## src/rtl/nihilist_decrypt.sv

```systemverilog
// nihilist_decrypt
// Streaming decryptor for the keyed-Polybius Nihilist cipher. Each cipher
// byte is the sum of the plaintext letter code and the code of the current
// secret letter. The secret repeats across the message.
//
// Ports
//   i_w_clk, i_w_rst_n          clock, asynchronous active-low reset
//   i_w_start, i_w_secret       begin a message and latch the secret (IDLE only);
//                               character 0 is the MSB byte of i_w_secret
//   i_w_cipher_valid/i_w_cipher cipher byte input
//   o_r_cipher_ready            cipher handshake ready
//   o_r_text_valid/o_r_text     decoded ASCII output
//   i_w_text_ready              text handshake ready from the sink
//   o_r_done                    one-cycle pulse after the last text transfer
//   o_r_error                   sticky error flag, cleared by i_w_start
module nihilist_decrypt #(
    parameter int p_message_length = 9,
    parameter int p_secret_length  = 6
) (
    input  logic                         i_w_clk,
    input  logic                         i_w_rst_n,
    input  logic                         i_w_start,
    input  logic [p_secret_length*8-1:0] i_w_secret,
    input  logic                         i_w_cipher_valid,
    input  logic [7:0]                   i_w_cipher,
    output logic                         o_r_cipher_ready,
    output logic                         o_r_text_valid,
    output logic [7:0]                   o_r_text,
    input  logic                         i_w_text_ready,
    output logic                         o_r_done,
    output logic                         o_r_error
);

    localparam int KW = (p_secret_length > 1) ? $clog2(p_secret_length) : 1;
    localparam int CW = $clog2(p_message_length + 1);

    typedef enum logic [1:0] {IDLE, RECV, SEND, DONE} state_t;

    state_t                       state_q, state_d;
    logic [p_secret_length*8-1:0] secret_q, secret_d;
    logic [KW-1:0]                key_idx_q, key_idx_d;
    logic [CW-1:0]                count_q, count_d;
    logic [7:0]                   text_q, text_d;
    logic                         text_valid_q, text_valid_d;
    logic                         cipher_ready_q, cipher_ready_d;
    logic                         done_q, done_d;
    logic                         error_q, error_d;

    // Keyed square code (10*row + col); J shares I's cell. Non-letters give 0.
    function automatic logic [5:0] letter_code(input logic [7:0] c);
        case (c)
            "D": letter_code = 6'd11;  "A": letter_code = 6'd12;
            "N": letter_code = 6'd13;  "I": letter_code = 6'd14;
            "J": letter_code = 6'd14;  "E": letter_code = 6'd15;
            "L": letter_code = 6'd21;  "B": letter_code = 6'd22;
            "C": letter_code = 6'd23;  "F": letter_code = 6'd24;
            "G": letter_code = 6'd25;  "H": letter_code = 6'd31;
            "K": letter_code = 6'd32;  "M": letter_code = 6'd33;
            "O": letter_code = 6'd34;  "P": letter_code = 6'd35;
            "Q": letter_code = 6'd41;  "R": letter_code = 6'd42;
            "S": letter_code = 6'd43;  "T": letter_code = 6'd44;
            "U": letter_code = 6'd45;  "V": letter_code = 6'd51;
            "W": letter_code = 6'd52;  "X": letter_code = 6'd53;
            "Y": letter_code = 6'd54;  "Z": letter_code = 6'd55;
            default: letter_code = 6'd0;
        endcase
    endfunction

    // Square cell to letter; {row,col} reads naturally as a two-digit octal.
    function automatic logic [7:0] cell_letter(input logic [2:0] row, input logic [2:0] col);
        case ({row, col})
            6'o11: cell_letter = "D";  6'o12: cell_letter = "A";  6'o13: cell_letter = "N";
            6'o14: cell_letter = "I";  6'o15: cell_letter = "E";  6'o21: cell_letter = "L";
            6'o22: cell_letter = "B";  6'o23: cell_letter = "C";  6'o24: cell_letter = "F";
            6'o25: cell_letter = "G";  6'o31: cell_letter = "H";  6'o32: cell_letter = "K";
            6'o33: cell_letter = "M";  6'o34: cell_letter = "O";  6'o35: cell_letter = "P";
            6'o41: cell_letter = "Q";  6'o42: cell_letter = "R";  6'o43: cell_letter = "S";
            6'o44: cell_letter = "T";  6'o45: cell_letter = "U";  6'o51: cell_letter = "V";
            6'o52: cell_letter = "W";  6'o53: cell_letter = "X";  6'o54: cell_letter = "Y";
            6'o55: cell_letter = "Z";
            default: cell_letter = 8'h3F;
        endcase
    endfunction

    // Decode datapath for the byte currently on i_w_cipher.
    logic [7:0]        key_char;
    logic              key_bad;
    logic signed [8:0] diff;
    logic signed [8:0] tens_base;
    logic signed [8:0] units;
    logic [2:0]        tens;
    logic              diff_ok;
    logic [7:0]        decoded;

    always_comb begin
        key_char = secret_q[8*(p_secret_length-1-int'(key_idx_q)) +: 8];
        key_bad  = (key_char < "A") || (key_char > "Z");
        // 9-bit signed so a cipher byte below the key code shows up negative.
        diff     = $signed({1'b0, i_w_cipher}) - $signed({3'b000, letter_code(key_char)});
        if (diff >= 9'sd50) begin
            tens = 3'd5; tens_base = 9'sd50;
        end else if (diff >= 9'sd40) begin
            tens = 3'd4; tens_base = 9'sd40;
        end else if (diff >= 9'sd30) begin
            tens = 3'd3; tens_base = 9'sd30;
        end else if (diff >= 9'sd20) begin
            tens = 3'd2; tens_base = 9'sd20;
        end else if (diff >= 9'sd10) begin
            tens = 3'd1; tens_base = 9'sd10;
        end else begin
            tens = 3'd0; tens_base = 9'sd0;
        end
        units   = diff - tens_base;
        diff_ok = (diff >= 9'sd11) && (diff <= 9'sd55) &&
                  (units >= 9'sd1) && (units <= 9'sd5);
        decoded = diff_ok ? cell_letter(tens, units[2:0]) : 8'h3F;
    end

    always_comb begin
        state_d        = state_q;
        secret_d       = secret_q;
        key_idx_d      = key_idx_q;
        count_d        = count_q;
        text_d         = text_q;
        text_valid_d   = text_valid_q;
        cipher_ready_d = cipher_ready_q;
        done_d         = 1'b0;
        error_d        = error_q;
        case (state_q)
            IDLE: begin
                if (i_w_start) begin
                    secret_d       = i_w_secret;
                    key_idx_d      = '0;
                    count_d        = '0;
                    error_d        = 1'b0;
                    cipher_ready_d = 1'b1;
                    state_d        = RECV;
                end
            end
            RECV: begin
                // cipher_ready_q is high throughout RECV, so valid alone means transfer.
                if (i_w_cipher_valid) begin
                    text_d         = decoded;
                    text_valid_d   = 1'b1;
                    cipher_ready_d = 1'b0;
                    if (!diff_ok || key_bad) error_d = 1'b1;
                    key_idx_d      = (int'(key_idx_q) == p_secret_length - 1) ? '0 : key_idx_q + KW'(1);
                    state_d        = SEND;
                end
            end
            SEND: begin
                if (i_w_text_ready) begin
                    text_valid_d = 1'b0;
                    count_d      = count_q + CW'(1);
                    if (int'(count_q) + 1 == p_message_length) begin
                        done_d  = 1'b1;
                        state_d = DONE;
                    end else begin
                        cipher_ready_d = 1'b1;
                        state_d        = RECV;
                    end
                end
            end
            DONE: begin
                state_d = IDLE;
            end
            default: state_d = IDLE;
        endcase
    end

    always_ff @(posedge i_w_clk or negedge i_w_rst_n) begin
        if (!i_w_rst_n) begin
            state_q        <= IDLE;
            secret_q       <= '0;
            key_idx_q      <= '0;
            count_q        <= '0;
            text_q         <= 8'h00;
            text_valid_q   <= 1'b0;
            cipher_ready_q <= 1'b0;
            done_q         <= 1'b0;
            error_q        <= 1'b0;
        end else begin
            state_q        <= state_d;
            secret_q       <= secret_d;
            key_idx_q      <= key_idx_d;
            count_q        <= count_d;
            text_q         <= text_d;
            text_valid_q   <= text_valid_d;
            cipher_ready_q <= cipher_ready_d;
            done_q         <= done_d;
            error_q        <= error_d;
        end
    end

    assign o_r_cipher_ready = cipher_ready_q;
    assign o_r_text_valid   = text_valid_q;
    assign o_r_text         = text_q;
    assign o_r_done         = done_q;
    assign o_r_error        = error_q;

endmodule

```

## config.mk

```make
export PLATFORM = sky130hd
export DESIGN_NAME = nihilist_decrypt
export DESIGN_NICKNAME = d
export VERILOG_FILES = /design/src/rtl/nihilist_decrypt.sv
export SDC_FILE = /design/constraint.sdc
export NUM_CORES = 1
export LEC_CHECK = 0
export BUFFER_PORTS_ARGS = -buffer_cell sky130_fd_sc_hd__buf_2
export CAP_MARGIN = 5
export CORE_MARGIN = 3
export CORE_UTILIZATION = 40
export CTS_CLUSTER_DIAMETER = 100
export DETAILED_ROUTE_END_ITERATION = 8
export PLACE_DENSITY = 0.65
export SKIP_LAST_GASP = 1
export SYNTH_ARGS = -nofsm -noshare
export SYNTH_HDL_FRONTEND = slang
export SYNTH_SLANG_ARGS = --single-unit
```

## constraint.sdc

```tcl
create_clock -name i_w_clk -period 7.25 [get_ports i_w_clk]
set_input_delay 0.3625 -clock i_w_clk [delete_from_list [all_inputs] [get_ports i_w_clk]]
set_output_delay 0.3625 -clock i_w_clk [all_outputs]
set_load 0.05 [all_outputs]
```

==> impl_results.md, run 1 <==
- 1st-iter DRT viols: 244
- Async SR Flop Fraction: 100%
- Vias/cell: 5.52
- # nets final: 680
- Met2 routed WL: 5610 um
- First-pass GRT wire length: 18900 um
- Unrepaired setup endpoints after global routing: false
- Max-Cap Viols: 0
- Initial antenna violation count: 1
- Yosys reg bits: 68
- Crit path kind: reg -> reg
- Crit path DAT: 7070 ps
- Post-cts sizing count: 0
- Crit-path slowest cell: fa_1
- Fin crit period: 6870 ps
- ANT cells: 0
- Sequential fraction of the synthesis area: 36.0%
- Syn Std Cell Area: 4730 um2
- Hold Crit Class: in -> async
- # fillers: 1041
- H-tree level count: 3
- M1 WL: 5060 um
- Crit share post-route: 94.7%
- Root buffer cell: clkbuf_16
- TritonCTS clock tree: yes
- Max Fclk: 0.146 GHz
- Mapped Avg Cell Area: 9.65 um2
- Final wirelength: 11400 um
- Least-Margin Pin Slew: 848 ps
- Setup TNS: 0 ps
- Area Growth Syn to Fin: 22.9%
- DRC: 0
- Io pins: 73
- Clock sink count: 68
- Post-Syn Nets: 583
- Reg clk slew, reported paths: 60 ps
- Most used cell, CP: a21oi_1
- Setup Buffers After CTS: 0
- Yosys warnings: 0
- Pin count of the biggest net entering global routing: 69
- Hold Vio Cnt, Final: 0
- Final Skew: 7.06 ps
- CTS Buf Count: 9
- Critical path launch point type: flop
- Initial DRT Pass Iterations: 4
- Worst skew pair latency: 340 ps
- Initial core utilization: 41.3%
- Port Buffers: 71
- Core footprint: 11500 um2
- Clk buf depth: 2
- Crit path required time: 7460 ps
- Vias: 4055
- Hold_buf cts: 0
- Fin. max-slew vios: 0
- DP HPWL: 8750 um
- Routed met3 length: 548 um
- Crit path max fanout: 9
- WL/cell: 15.4 um
- Cells after synthesis: 490
- Share of cells above drive strength 1: 32.8%
- Slew HR: 43.5%
- Distinct cells, synth: 68
- Final setup viols: 0
- Dominant synthesized flop cell: dfrtp_1
- Status: completed
- Final ANT Viol Nets: 0
- Total grt overflow: 0
- RD Place Congestion: 0.881
- Site Rows: 39
- Die width: 115 um
- Top Layer Used: met5
- Gr usage total: 17.7%
- CP peak stage delay: 530 ps
- Die area: 13200 um2
- Number of synthesized flops with an enable pin: 0
- CP endpoint kind: flop
- Die H: 115 um
- Vias in the first global route: 4020
==> metrics by stage <==
stage                     area [um2]  setup slack (ps)  cells  util [%]  hold WS, ps
final                           5810               385    735      50.7          208
after global routing            5810              3.37    735      50.7          225
after CTS                       5780              54.6    735      50.4          217
after detailed placement        5430              82.8    719      47.4          492
after global placement          5430               359    719      47.4          475
after floorplan                 4730               332    490         -         66.9
==> final timing paths <==
check / start / endpoint / slack, ps / cells after the start
hold / removal: i_w_rst_n / secret_q[15] / 210 / 2
max in group asynchronous: i_w_rst_n / key_idx_q[0] / 6430 / 2
min in group i_w_clk: i_w_secret[23] / secret_q[23] / 230 / 3
hold reg to reg: secret_q[44] / secret_q[44] / 500 / 1
setup / recovery: key_idx_q[1] / o_r_error / 380 / 29
setup reg to reg: key_idx_q[1] / o_r_error / 380 / 29
==> worst max-delay path, delay by kind of cell (launching register included) <==
family	cells	cell delay, ps
fa+ha+maj	7	2250
mux	1	320
flops	1	440
simple gates	5	980
compound gates	12	2350
buf+inv	4	400
==> registers in the layout, summed over array words and instances, names as in the netlist <==
signal,flops
o_r_text_valid,1
state_q,2
secret_q,48
o_r_cipher_ready,1
key_idx_q,3
o_r_error,1
count_q,4
o_r_text,7
o_r_done,1
==> synthesized netlist by cell type (all sizes together) (3+ instances only) <==
master	number	share of area, %
dfrtp	68	36
mux2	46	11
nor2	43	3.4
nand2	36	2.9
a21oi	35	3.8
o21ai	34	3.6
ha	30	7.9
inv	30	2.4
clkbuf	13	1.0
mux2i	12	2.5
nand3	11	1.3
a31oi	8	1.1
a211oi	7	1.4
and3	6	0.79
buf	6	0.95
mux4	6	2.9
nor3	6	0.63
or3	6	0.90
xnor2	6	1.1
a221oi	5	1.1
o22ai	5	0.66
a21o	4	0.63
a41oi	4	0.74
nand2b	4	0.53
nor2b	4	0.53
nor3b	4	0.63
o31ai	4	0.74
or2	4	0.53
a22o	3	0.56
and2	3	0.40
nand4	3	0.40
o221ai	3	0.69
==> per-layer routing <==
metal,GRT usage (%),vias up
met3,5.26,13
li1,-,1997
met5,0,-
met1,22.4,1941
met4,4.77,2
met2,29.7,102
==> cell type report <==
class / instances / area, um2 / share of cell area [%]
flip-flops and latches: 68 / 1700 / 29.3
clock buffers: 10 / 229 / 3.94
well taps: 143 / 179 / 3.08
multi-input cells: 372 / 2860 / 49.2
repair buffers: 105 / 611 / 10.5
inverters: 31 / 116 / 2.00
clock inverters: 6 / 113 / 1.94
==> kinds of logic (layout without fill, tap and decap cells) <==
kind of cell	Yosys count	after routing	share of synthesized area (%)
compound gates	135	135	19.5
simple gates	133	133	13.4
flops	68	68	36.0
mux	64	64	16.3
buf+inv	50	152	4.44
fa+ha+maj	32	32	8.78
xor+xnor	7	7	1.45
other cells	1	1	0.0793
==> layout by cell type, fill, tap and decap left out, types with 4 or more instances in the layout <==
master / instances
buf_2: 71
dfrtp_1: 67
mux2_2: 46
nor2_1: 41
nand2_1: 36
a21oi_1: 34
buf_4: 34
ha_1: 29
inv_1: 28
o21ai_0: 28
mux2i_1: 12
nand3_1: 10
clkbuf_16: 9
a31oi_1: 8
mux4_2: 6
o21ai_1: 6
and3_1: 6
a211oi_1: 6
nor3_1: 6
xnor2_1: 5
or3_1: 5
nor2b_1: 4
nor3b_1: 4
o22ai_1: 4
nand2b_1: 4
a21o_1: 4
a41oi_1: 4
Power of run 1 is not shown: default switching activity piles up to over one toggle a cycle in this logic, so the estimate is an artifact.
==> run 2: changes to the inputs <==
--- a/config.mk
+++ b/config.mk
@@ -7,12 +7,15 @@
 export LEC_CHECK = 0
 export BUFFER_PORTS_ARGS = -buffer_cell sky130_fd_sc_hd__buf_2
 export CAP_MARGIN = 5
+export CELL_PAD_IN_SITES_DETAIL_PLACEMENT = 1
+export CELL_PAD_IN_SITES_GLOBAL_PLACEMENT = 2
 export CORE_MARGIN = 3
-export CORE_UTILIZATION = 40
+export CORE_UTILIZATION = 33
 export CTS_CLUSTER_DIAMETER = 100
 export DETAILED_ROUTE_END_ITERATION = 8
-export PLACE_DENSITY = 0.65
+export PLACE_DENSITY = 0.81
 export SKIP_LAST_GASP = 1
 export SYNTH_ARGS = -nofsm -noshare
 export SYNTH_HDL_FRONTEND = slang
 export SYNTH_SLANG_ARGS = --single-unit
+export TNS_END_PERCENT = 10
==> constraint.sdc (replaced) <==
create_clock -name i_w_clk -period 7.25 [get_ports i_w_clk]
set_input_delay 0.725 -clock i_w_clk [delete_from_list [all_inputs] [get_ports i_w_clk]]
set_output_delay 0.725 -clock i_w_clk [all_outputs]
set_load 0.05 [all_outputs]
==> run 2 against run 1 <==
- non-clock buffer count down 3
- clock-buffer cell count decreased by 1
- first-iteration DRC count decreased by 18%
- worst hold slack gained 300 ps
==> impl_results.md, run 2 (synthesized netlist as in run 1, its figures left out) <==
- Most common cell after layout, fill and taps aside: buf_2
- Vias/cell: 5.41 (-2.0%)
- Worst R2R End: o_r_text[5]
- Site Rows: 43 (+10%)
- Commonest non-fill, non-tap cells in the layout: buf_2 (71), dfrtp_1 (67), mux2_2 (46)
- Hold_buf cts: 0 (unchanged)
- Top reg by flops: secret_q
- Crit path kind: reg -> reg
- Total grt overflow: 0 (unchanged)
- Reg2reg setup slack: 430 ps (+40 ps)
- H-tree level count: 3 (unchanged)
- Hold Vio Cnt, Final: 0 (unchanged)
- TritonCTS clock tree: yes
- Crit-path slowest cell: fa_2
- Crit path from: key_idx_q[1]
- Most used cell, CP: a21oi_1
- Initial antenna violation count: 2 (+1)
- Hold Crit Class: reg -> reg
- Clock sink count: 68 (unchanged)
- Max FFs per register: 48 (unchanged)
- Crit share post-route: 94.1% (-0.60 points)
- Max-Cap Viols: 0 (unchanged)
- 1st-iter DRT viols: 201 (-18%)
- Slew HR: 42.2% (-1.3 points)
- Initial core utilization: 33.9% (-7.3 points)
- WL/cell: 18.2 um (+18%)
- Vias in the first global route: 4515 (+12%)
- Reg2Reg Launch Point: key_idx_q[1]
- Pin count of the biggest net entering global routing: 69 (unchanged)
- Die H: 126 um (+9.6%)
- Die width: 126 um (+9.6%)
- Crit path required time: 7440 ps (-20 ps)
- GRT met3 Usage: 4.16% (-1.1 points)
- Least-Margin Pin Slew: 867 ps (+19.1 ps)
- ANT cells: 0 (unchanged)
- First-pass GRT wire length: 23100 um (+22%)
- Final ANT Viol Nets: 0 (unchanged)
- Fin crit period: 6820 ps (-43.6 ps)
- # nets final: 677 (-0.44%)
- Area Growth Syn to Fin: 23.4%
- RD Place Congestion: 0.922 (+4.6%)
- Final wirelength: 14000 um (+23%)
- Fin. max-slew vios: 0 (unchanged)
- R2R depth: 30 (+3.4%)
- DP HPWL: 10700 um (+22%)
- Crit path DAT: 7010 ps (-60 ps)
- Root buffer cell: clkbuf_16
- Crit path buffers/inverters: 5 (+1)
- Gr usage total: 17.9% (+0.14 points)
- Reg clk slew, reported paths: 60 ps (about the same)
- Vias: 4154 (+2.4%)
- Final setup viols: 0 (unchanged)
- CP delay by family, top: compound AO/OA/AOI/OAI gates
- Worst hold start: secret_q[15]
- Final Skew: 7.16 ps (+0.102 ps)
- DRC: 0 (unchanged)
- Initial DRT Pass Iterations: 4 (unchanged)
- Layer carrying the most global-route usage: met2
- Crit path max fanout: 7 (-2)
- Clk buf depth: 2 (unchanged)
- CP peak stage delay: 580 ps (+50 ps)
- Status: completed
- CP endpoint kind: flop
- Hold Path Depth: 1
- Share of cells above drive strength 1: 33.8% (+1.1 points)
- CTS Buf Count: 9 (unchanged)
- Hold path endpoint: secret_q[15]
- Core footprint: 13900 um2 (+22%)
- Io pins: 73 (unchanged)
- Worst skew pair latency: 330 ps (about the same)
- Setup TNS: 0 ps (unchanged)
- Critical path launch point type: flop
- GR Util met1: 23.3% (+0.90 points)
- Port Buffers: 71 (unchanged)
- Routing usage on met2: 30.1% (+0.46 points)
- Die area: 15800 um2 (+20%)
- Max Fclk: 0.147 GHz (+0.64%)
[run 2: routing by layer]
metal | up-vias | share of wire [%]
li1 | 1983 | -
met1 | 2060 | 45
met3 | 21 | 4.7
met2 | 86 | 49
met5 | - | 0.23
met4 | 4 | 1.0
[run 2: layout make-up]
type                    instances  area (um2)
clock inverters                 6        88.8
repair buffers                102         588
fillers                      1604        8100
well taps                     180         225
flip-flops and latches         68        1700
multi-input cells             372        2890
clock buffers                   9         225
inverters                      31         116
[run 2: how the worst max path moves through the flow]
stage	cells past startpoint	to	slack, ps
global placement	29	o_r_text[6]	300
CTS	29	o_r_text[5]	30
detailed placement	29	o_r_text[5]	80
floorplan	30	o_r_text[1]	330
global route	30	o_r_text[5]	-30
finish	30	o_r_text[5]	430
[run 2: through the flow]
stage | area [um2] | utilization [%] | setup WS [ps] | instances | hold WS, ps
2_1_floorplan | 4730 | - | 332 | 490 | 429
3_3_place_gp | 5440 | 39.1 | 298 | 751 | 484
3_5_place_dp | 5440 | 39.1 | 82.2 | 751 | 493
4_1_cts | 5760 | 41.3 | 33.7 | 766 | 506
5_1_grt | 5840 | 41.9 | -28.5 | 768 | 525
6_report | 5840 | 41.9 | 428 | 768 | 505
[run 2: worst reg2reg max path, delay by kind of cell, from the launching register on]
family,cells,cell delay [ps]
buf+inv,5,530
simple gates,4,810
fa+ha+maj,7,2190
compound gates,13,2390
flops,1,460
mux,1,320
[run 2: timing repair]
item / CTS / global route
endpoints found under the hold margin: 0 / 0
setup endpoints to repair: 0 / 8
gates resized for setup: 0 / 18
buffers inserted: 0 / 2
Power of run 2 is left out for the same reason.
==> run 3: changes to the inputs <==
--- a/config.mk
+++ b/config.mk
@@ -13,6 +13,7 @@
 export CORE_UTILIZATION = 33
 export CTS_CLUSTER_DIAMETER = 100
 export DETAILED_ROUTE_END_ITERATION = 8
+export MAX_ROUTING_LAYER = met4
 export PLACE_DENSITY = 0.81
 export SKIP_LAST_GASP = 1
 export SYNTH_ARGS = -nofsm -noshare
==> run 3 against run 2 <==
- via count fell by 0.75%
- critical path type unchanged
- largest cell class unchanged
- critical path depth stayed put
- first-iteration DRC count shrank 22%
- final area grew 0.56%
- critical endpoint is now o_r_text[6]
- worst hold slack hardly changed
- clock skew barely moved
==> impl_results.md, run 3 (synthesized netlist as in run 1, its figures left out) <==
- Status: completed
- Most common cell after layout, fill and taps aside: buf_2
- Hold Slack: 505 ps (+0.101 ps)
- Crit path DAT: 7020 ps (about the same)
- Site Rows: 43 (unchanged)
- Area Growth Syn to Fin: 24.1%
- Crit path from: key_idx_q[1]
- Final setup viols: 0 (unchanged)
- Fin crit period: 6750 ps (-68.5 ps)
- RD Place Congestion: 0.955 (+3.6%)
- Crit share post-route: 93.1% (-0.95 points)
- Worst R2R End: o_r_text[6]
- Hold Crit Class: reg -> reg
- Commonest non-fill, non-tap cells in the layout: buf_2 (71), dfrtp_1 (67), mux2_2 (46)
- Share of cells above drive strength 1: 33.6% (-0.28 points)
- Pin count of the biggest net entering global routing: 69 (unchanged)
- Reg2reg setup slack: 500 ps (+70 ps)
- Worst skew pair latency: 330 ps (about the same)
- Die H: 126 um (unchanged)
- Area after DPL: 5440 um2 (unchanged)
- DP HPWL: 10400 um (-2.3%)
- Max Fclk: 0.148 GHz (+1.0%)
- Fin area: 5870 um2 (+0.56%)
- Fin. max-slew vios: 0 (unchanged)
- 1st-iter DRT viols: 157 (-22%)
- Crit path max fanout: 7 (unchanged)
- Initial antenna violation count: 1 (-1)
- Vias/cell: 5.35 (-1.1%)
- Root buffer cell: clkbuf_16
- First-pass GRT wire length: 22300 um (-3.3%)
- Crit path kind: reg -> reg
- # fillers: 1605 (+0.062%)
- TritonCTS clock tree: yes
- Slew HR: 41.5% (-0.74 points)
- R2R depth: 30 (unchanged)
- CP Capture Point: o_r_text[6]
- DRC: 0 (unchanged)
- Final ANT Viol Nets: 0 (unchanged)
- Core footprint: 13900 um2 (unchanged)
- Die width: 126 um (unchanged)
- Total grt overflow: 0 (unchanged)
- Clock sink count: 68 (unchanged)
- Max-Cap Viols: 0 (unchanged)
- Initial DRT Pass Iterations: 4 (unchanged)
- Port Buffers: 71 (unchanged)
- Crit-path slowest cell: fa_2
- Hold Path Depth: 1 (unchanged)
- Io pins: 73 (unchanged)
- Hold Vio Cnt, Final: 0 (unchanged)
- Die area: 15800 um2 (unchanged)
- Vias: 4123 (-0.75%)
- Final wirelength: 13600 um (-2.6%)
- Initial core utilization: 33.9% (unchanged)
- Vias in the first global route: 4374 (-3.1%)
- Top reg by flops: secret_q
- Hold_buf cts: 0 (unchanged)
- Clk buf depth: 2 (unchanged)
- CP endpoint kind: flop
- Max FFs per register: 48 (unchanged)
- WL/cell: 17.7 um (-2.9%)
- Reg clk slew, reported paths: 60 ps (about the same)
- Reg2Reg Launch Point: key_idx_q[1]
- Crit path required time: 7520 ps (+80 ps)
- Least-Margin Pin Slew: 878 ps (+11.1 ps)
- # nets final: 678 (+0.15%)
- Critical path launch point type: flop
- H-tree level count: 3 (unchanged)
- Final Skew: 6.97 ps (-0.193 ps)
- CTS Buf Count: 9 (unchanged)
- CP peak stage delay: 590 ps (about the same)
- Gr usage total: 17.8% (-0.057 points)
## run 3: cell count changes in the layout (fill, tap and decap cells not counted), sizes merged
cell / previous run / this run
clkinv: 2 / 4
buf: 102 / 103
clkbuf: 9 / 10
clkinvlp: 2 / 0
diode: 0 / 1
## run 3: worst min-delay path by stage
stage	end	start	slack (ps)
after floorplan	count_q[0]	i_w_rst_n	430
after global placement	secret_q[38]	secret_q[38]	480
after detailed placement	secret_q[18]	secret_q[18]	500
final	secret_q[18]	secret_q[18]	510
after CTS	secret_q[18]	secret_q[18]	510
after global routing	secret_q[18]	secret_q[18]	520
## run 3: area by class of cell
cell class / count / area (um2) / area share (%)
Clock buffer: 10 / 239 / 4.07
Tap cell: 180 / 225 / 3.84
Clock inverter: 6 / 95.1 / 1.62
Sequential cell: 68 / 1700 / 29.0
Inverter: 31 / 116 / 1.98
Multi-Input combinational cell: 372 / 2880 / 49.0
Antenna cell: 1 / 2.50 / 0.0426
Timing Repair Buffer: 103 / 612 / 10.4
## run 3: per-layer routing
layer  GRT usage, %  up-vias  wire [um]
li1               -     1990          -
met1           23.5     2049       6480
met2           28.5       75       6460
met3           3.90        9        592
met4           3.60        0         82
met5              -        -          0
## run 3: per-stage QoR
| step | TNS [ps] | utilization [%] | instances | worst slack [ps] |
|---|---|---|---|---|
| 2_1_floorplan | 0 | - | 490 | 332 |
| 4_1_cts | 0 | 41.6 | 768 | 46.8 |
| 3_3_place_gp | 0 | 39.1 | 751 | 178 |
| 5_1_grt | -34.3 | 42.1 | 771 | -31.6 |
| 6_report | 0 | 42.1 | 771 | 497 |
| 3_5_place_dp | -76.1 | 39.1 | 751 | -41.6 |
## run 3: worst max-delay path: cells and delay by family, from the launching register on
kind,cells,cell delay (ps)
adders and majority gates,7,2130
and+or+nand+nor,6,1150
buffers and inverters,5,580
muxes,1,310
AOI/OAI and AO/OA,11,2070
DFF,1,450
## run 3: repair_timing
| action | 4_1_cts | 5_1_grt |
|---|---|---|
| gates cloned | 0 | 0 |
| buffers inserted | 1 | 2 |
| endpoints found under the setup margin | 7 | 8 |
| pin swaps | 1 | 1 |
| gates resized for setup | 1 | 14 |
Power of run 3 is left out for the same reason.
